<file path="src/rtl/uart_rx_deser_if.sv">
// rtl/uart_rx_deser_if.sv - serial line and byte handshake bundle for uart_rx_deser
//
// Purpose: groups the receiver's serial input and consumer-side handshake.
// Signals:
//   RX       serial line from the BLE module, idles high
//   clr_rdy  consumer acknowledge; clears rdy and ovr
//   rdy      rx_data holds an unread byte
//   rx_data  last correctly framed byte
//   frm_err  last frame ended with a low stop bit
//   ovr      sticky overrun flag
// Modports:
//   master  receiver side (drives the byte outputs)
//   slave   line driver / consumer side
interface uart_rx_deser_if;
  logic       RX;
  logic       clr_rdy;
  logic       rdy;
  logic [7:0] rx_data;
  logic       frm_err;
  logic       ovr;

  modport master (
    input  RX,
    input  clr_rdy,
    output rdy,
    output rx_data,
    output frm_err,
    output ovr
  );

  modport slave (
    output RX,
    output clr_rdy,
    input  rdy,
    input  rx_data,
    input  frm_err,
    input  ovr
  );
endinterface

</file>
<file path="src/rtl/uart_rx_deser.sv">
// rtl/uart_rx_deser.sv - 8N1 UART receiver with rdy/clr_rdy byte handshake
//
// Purpose: deserialises an asynchronous 8N1 line into bytes, flags framing
// errors and overruns, and holds each byte until the consumer acknowledges.
// Ports:
//   clk    system clock, rising edge
//   rst_n  synchronous active-low reset
//   bus    uart_rx_deser_if.master: RX, clr_rdy in; rdy, rx_data, frm_err, ovr out
// Parameters:
//   BAUD_DIV  clocks per bit (>= 8)
//   HALF_DIV  clocks from start-edge detect to the start-bit mid-sample
module uart_rx_deser #(
  parameter int BAUD_DIV = 2604,
  parameter int HALF_DIV = BAUD_DIV / 2
) (
  input  logic               clk,
  input  logic               rst_n,
  uart_rx_deser_if.master    bus
);

  localparam int CW = $clog2(BAUD_DIV + 1);
  // The counter samples on the cycle it reads zero, so loading N-1 gives a
  // spacing of exactly N clocks between samples.
  localparam logic [CW-1:0] BAUD_LD = CW'(BAUD_DIV - 1);
  localparam logic [CW-1:0] HALF_LD = CW'(HALF_DIV - 1);

  typedef enum logic [1:0] {
    S_IDLE,
    S_START,
    S_DATA,
    S_STOP
  } state_t;

  state_t        r_state;
  logic          r_sync1;
  logic          r_sync2;
  logic          r_prev;
  logic [CW-1:0] r_cnt;
  logic [3:0]    r_bit_cnt;
  logic [7:0]    r_shift;
  logic          r_rdy;
  logic [7:0]    r_data;
  logic          r_frm;
  logic          r_ovr;

  state_t        w_state_nxt;
  logic          w_rx;
  logic          w_fall;
  logic          w_expire;
  logic          w_cnt_ld;
  logic [CW-1:0] w_cnt_val;
  logic          w_cnt_dec;
  logic          w_shift_en;
  logic          w_bit_clr;
  logic          w_good;
  logic          w_bad;

  assign w_rx     = r_sync2;
  // Edge-only trigger: a line held low (break) never restarts a frame.
  assign w_fall   = r_prev & ~r_sync2;
  assign w_expire = (r_cnt == '0);

  always_comb begin
    w_state_nxt = r_state;
    w_cnt_ld    = 1'b0;
    w_cnt_val   = BAUD_LD;
    w_cnt_dec   = 1'b0;
    w_shift_en  = 1'b0;
    w_bit_clr   = 1'b0;
    w_good      = 1'b0;
    w_bad       = 1'b0;
    case (r_state)
      S_IDLE: begin
        if (w_fall) begin
          w_cnt_ld    = 1'b1;
          w_cnt_val   = HALF_LD;
          w_state_nxt = S_START;
        end
      end
      S_START: begin
        if (w_expire) begin
          if (!w_rx) begin
            w_cnt_ld    = 1'b1;
            w_bit_clr   = 1'b1;
            w_state_nxt = S_DATA;
          end else begin
            // Start bit did not survive to mid-bit: treat as a glitch.
            w_state_nxt = S_IDLE;
          end
        end else begin
          w_cnt_dec = 1'b1;
        end
      end
      S_DATA: begin
        if (w_expire) begin
          w_shift_en = 1'b1;
          w_cnt_ld   = 1'b1;
          if (r_bit_cnt == 4'd7) begin
            w_state_nxt = S_STOP;
          end
        end else begin
          w_cnt_dec = 1'b1;
        end
      end
      S_STOP: begin
        if (w_expire) begin
          w_good      = w_rx;
          w_bad       = ~w_rx;
          w_state_nxt = S_IDLE;
        end else begin
          w_cnt_dec = 1'b1;
        end
      end
      default: begin
        w_state_nxt = S_IDLE;
      end
    endcase
  end

  always_ff @(posedge clk) begin
    if (!rst_n) begin
      r_state   <= S_IDLE;
      r_sync1   <= 1'b1;
      r_sync2   <= 1'b1;
      r_prev    <= 1'b1;
      r_cnt     <= '0;
      r_bit_cnt <= 4'd0;
      r_shift   <= 8'h00;
      r_rdy     <= 1'b0;
      r_data    <= 8'h00;
      r_frm     <= 1'b0;
      r_ovr     <= 1'b0;
    end else begin
      r_sync1 <= bus.RX;
      r_sync2 <= r_sync1;
      r_prev  <= r_sync2;
      r_state <= w_state_nxt;

      if (w_cnt_ld) begin
        r_cnt <= w_cnt_val;
      end else if (w_cnt_dec) begin
        r_cnt <= r_cnt - 1'b1;
      end

      if (w_bit_clr) begin
        r_bit_cnt <= 4'd0;
      end else if (w_shift_en) begin
        r_bit_cnt <= r_bit_cnt + 4'd1;
      end

      // LSB arrives first, so each new bit enters at the top.
      if (w_shift_en) begin
        r_shift <= {w_rx, r_shift[7:1]};
      end

      if (w_good) begin
        // A completing byte wins over a same-cycle acknowledge; the ack
        // still counts as having consumed the old byte, so ovr clears.
        r_data <= r_shift;
        r_rdy  <= 1'b1;
        r_frm  <= 1'b0;
        if (bus.clr_rdy) begin
          r_ovr <= 1'b0;
        end else if (r_rdy) begin
          r_ovr <= 1'b1;
        end
      end else begin
        if (w_bad) begin
          r_frm <= 1'b1;
        end
        if (bus.clr_rdy) begin
          r_rdy <= 1'b0;
          r_ovr <= 1'b0;
        end
      end
    end
  end

  assign bus.rdy     = r_rdy;
  assign bus.rx_data = r_data;
  assign bus.frm_err = r_frm;
  assign bus.ovr     = r_ovr;

endmodule

</file>
<file path="src/flat_wrapper.sv">
// flat-port wrapper written by rule: the top's interface ports become plain ports
module uart_rx_deser_flat 
#(
  parameter int BAUD_DIV = 2604,
  parameter int HALF_DIV = BAUD_DIV / 2
)
  (clk, rst_n, bus_RX, bus_clr_rdy, bus_rdy, bus_rx_data, bus_frm_err, bus_ovr);
  uart_rx_deser_if bus_i ();
  input  logic clk;
  input  logic rst_n;
  input wire logic [$bits(bus_i.RX)-1:0] bus_RX;
  input wire logic [$bits(bus_i.clr_rdy)-1:0] bus_clr_rdy;
  output wire logic [$bits(bus_i.rdy)-1:0] bus_rdy;
  output wire logic [$bits(bus_i.rx_data)-1:0] bus_rx_data;
  output wire logic [$bits(bus_i.frm_err)-1:0] bus_frm_err;
  output wire logic [$bits(bus_i.ovr)-1:0] bus_ovr;
  assign bus_i.RX = bus_RX;
  assign bus_i.clr_rdy = bus_clr_rdy;
  assign bus_rdy = bus_i.rdy;
  assign bus_rx_data = bus_i.rx_data;
  assign bus_frm_err = bus_i.frm_err;
  assign bus_ovr = bus_i.ovr;
  uart_rx_deser #(.BAUD_DIV(BAUD_DIV), .HALF_DIV(HALF_DIV)) u_core (.clk(clk), .rst_n(rst_n), .bus(bus_i));
endmodule
</file>
<file path="config.mk">
export PLATFORM = sky130hd
export DESIGN_NAME = uart_rx_deser_flat
export DESIGN_NICKNAME = d
export VERILOG_FILES = /design/src/rtl/uart_rx_deser_if.sv /design/src/rtl/uart_rx_deser.sv /design/src/flat_wrapper.sv
export SDC_FILE = /design/constraint.sdc
export NUM_CORES = 1
export LEC_CHECK = 0
export CORE_ASPECT_RATIO = 0.6
export CORE_MARGIN = 3
export CORE_UTILIZATION = 55
export DETAILED_ROUTE_END_ITERATION = 12
export PLACE_DENSITY = 0.72
export SLEW_MARGIN = 20
export SYNTH_ARGS = -nofsm -noshare
export SYNTH_HDL_FRONTEND = slang
export SYNTH_SLANG_ARGS = --single-unit
</file>
<file path="constraint.sdc">
create_clock -name clk -period 3.1 [get_ports clk]
set_input_delay 0.775 -clock clk [delete_from_list [all_inputs] [get_ports clk]]
set_output_delay 0.775 -clock clk [all_outputs]
set_load 0.01 [all_outputs]
</file>
==> impl_metrics.tcl <==
set metrics [dict create \
    synth_xor_xnor_area_share_pct 0 \
    vias_per_cell 6.280 \
    slew_viol_final 0 \
    synth_top_family_by_area "simple AND/OR/NAND/NOR gates" \
    final.min_clock_period_ps 2555 \
    finalNetCount 239 \
    ys_warn_count 0 \
    clock_sinks 40 \
    antenna_cells 0 \
    wl_met3_um 322 \
    outcome "finished, final reports clean" \
    grt_setup_unrepaired "false" \
    finalHoldViolations 0 \
    async_flop_share_pct 0 \
    grt_pass1_wl_um 7383 \
    dieArea_um2 4152 \
    clk_root_buffer_cell "clkbuf_8" \
    irDropWorstVdd_mv 0.4415 \
    path_clk_slew_ps 80 \
    path_max_fanout 27 \
    ctsResizeCount 0 \
    drive_gt1_share_pct 7.296 \
    fillCellCount 239 \
    tns_ps 0 \
    drtPass1Iterations 4 \
    hpwl_um 3043 \
    syn_avg_cell_area_um2 8.409 \
    crit_path_start_kind "register" \
    cp.arrival_ps 2750 \
    place_congestion 0.8254 \
    routed.top_layer "met4" \
    p_leak_nw 0.7193 \
    min_from "u_core.r_sync1$_SDFF_PN1_" \
    clk_latency_ps 290 \
    drtIter0Drc 211 \
    antenna_found_initial 0 \
    core_region_area_um2 3059 \
    synth_area_leaders "dfxtp_1, a21oi_1, o21ai_0" \
    r2r-end "u_core.r_cnt[3]$_SDFFE_PN0P_" \
    tritoncts "done" \
    start_util_pct 61.02 \
    synth_seq_cells 40 \
    synth_compound_area_share_pct 24.66 \
    drc 0 \
    synth_top_area_share_pct 42.90 \
    yosysMostFrequentCell "dfxtp_1" \
    holdBufCountCts 0 \
    r2r_start "u_core.r_cnt[0]$_SDFFE_PN0P_" \
    maxCapViolCount 0 \
    min_path_type "register to register" \
    synth_cells 222 \
    fmax_mhz 391.4 \
    end_kind "register" \
    grt_usage_pct 23.39 \
    final-setup-viol-count 0 \
    m1WireLength_um 2153 \
    numCtsBuffers 5 \
    synth_simple_gate_area_share_pct 25.74 \
    post_synth_fa_ha_maj_area_fraction_pct 2.011 \
    ctsHtreeMaxLevel 2 \
    fp-row-count 15 \
    r2r_cells 6 \
    wl_per_cell_um 16.17 \
    skew_ps 5.695 \
    required_ps 3290 \
    areaGrowthSynthToFinish_pct 14.34 \
    critical_path_class "register to register" \
    cts_setup_buffers 0 \
    overflow 0 \
    ios 15 \
    hold_end "u_core.r_sync2$_SDFF_PN1_" \
    synth_mux_area_share_pct 0.5362 \
    dr_wl_met2_um 1940 \
    final_util_pct 69.78 \
    dieWidth_um 81.21 \
    ys.flop_type "dfxtp_1" \
    yosys-top-cells-count "dfxtp_1, a21oi_1, o21ai_0, nand3_1, clkbuf_1" \
    grt_max_degree 28 \
    synthesis.nets 229 \
    yosysTopAreaCell "dfxtp_1" \
    synth.distinct_cells 42 \
    period_share_pct 82.42 \
    portBuffers 14 \
    synth_edf_count 0 \
    wirelength_um 4446 \
    power_density_nw_per_um2 658.9 \
    vias 1727 \
    relSlewSlack_pct 33.63 \
    antenna_left 0 \
    grt_pass1_vias 1527 \
    clockBufferDepth 2 \
    ys_seq_area_share_pct 42.90 \
    die_h_um 51.13 \
    rrSetupSlack_ps 540 \
    min_path_cells 1 \
    netlist_area_um2 1867 \
    tightest_slew_ps 992.9 \
]
==> how the worst max path moves through the flow <==
stage                                       from                      endpoint  slack [ps]  cells past startpoint
floorplan           u_core.r_cnt[0]$_SDFFE_PN0P_  u_core.r_cnt[3]$_SDFFE_PN0P_        1160                      7
global placement    u_core.r_cnt[0]$_SDFFE_PN0P_  u_core.r_cnt[3]$_SDFFE_PN0P_         750                      6
detailed placement  u_core.r_cnt[0]$_SDFFE_PN0P_  u_core.r_cnt[3]$_SDFFE_PN0P_         600                      6
CTS                 u_core.r_cnt[0]$_SDFFE_PN0P_  u_core.r_cnt[3]$_SDFFE_PN0P_         590                      6
global route        u_core.r_cnt[1]$_SDFFE_PN0P_  u_core.r_cnt[3]$_SDFFE_PN0P_         300                      6
finish              u_core.r_cnt[0]$_SDFFE_PN0P_  u_core.r_cnt[3]$_SDFFE_PN0P_         540                      6
==> sequential cells by signal (all words and copies together) (netlist names), named ones only <==
name and cells:
u_core.r_bit_cnt 4, u_core.bus.ovr 1, u_core.r_sync2 1, u_core.bus.rdy 1, u_core.r_state 1, u_core.r_shift 8, u_core.r_cnt 12, u_core.r_sync1 1
u_core.r_prev 1, u_core.bus.rx_data 8, u_core.bus.frm_err 1
==> final cells by class <==
type / count / area [um^2] / area share [%]
Timing Repair Buffer: 18 / 170.2 / 7.972
Multi-Input combinational cell: 163 / 988.4 / 46.31
Clock inverter: 2 / 35.03 / 1.641
Inverter: 4 / 15.01 / 0.7034
Sequential cell: 40 / 800.8 / 37.51
Tap cell: 42 / 52.55 / 2.462
Clock buffer: 6 / 72.57 / 3.400
==> metrics by stage <==
| stage | hold WS [ps] | total power, mW | setup slack, ps | cell area [um^2] | cells |
|---|---|---|---|---|---|
| floorplan | 386.3 | 0.9104 | 1164 | 1867 | 222 |
| global placement | 397.9 | 0.9749 | 749.1 | 2027 | 267 |
| detailed placement | 407.9 | 0.9873 | 602.9 | 2027 | 267 |
| CTS | 426.1 | 1.400 | 590.2 | 2135 | 275 |
| global route | 446.9 | 1.478 | 299.4 | 2135 | 275 |
| finish | 419.1 | 1.406 | 545.0 | 2135 | 275 |
==> per-layer routing <==
layer	global-route usage, %	vias to the layer above
met5	0	-
met4	8.146	0
met3	5.634	5
met2	34.47	57
met1	33.26	813
li1	-	852
==> worst max-delay path, stage by stage (launching register included) <==
cell      delay, ps
dfxtp_1         350
inv_1           100
ha_1            190
nor2b_1         370
and4_1          870
o21ai_0         280
a311oi_1        290
==> logic make-up after synthesis <==
group	count (synthesis)
and+or+nand+nor	82
AOI/OAI and AO/OA	77
DFF	40
buffers and inverters	19
adders and majority gates	3
muxes	1
==> cells in the final DEF (no fill, tap or decap), types with 4 or more instances in the layout <==
cell type and count:
nand2b_1 5, clkdlybuf4s50_1 14, buf_4 4, nor2_1 10, clkbuf_8 5, nor3_1 6
nand3_1 24, a21oi_1 26, a211oi_1 5, nand2_1 10, dfxtp_1 40, o21ai_0 25
and3_1 4
==> power breakdown <==
group	switching (mW)	internal, mW	total, mW
logic	0.295	0.120	0.416
clock network	0.177	0.239	0.416
registers	0.0355	0.539	0.575
No activity file was read; power rests on OpenSTA's default activity.
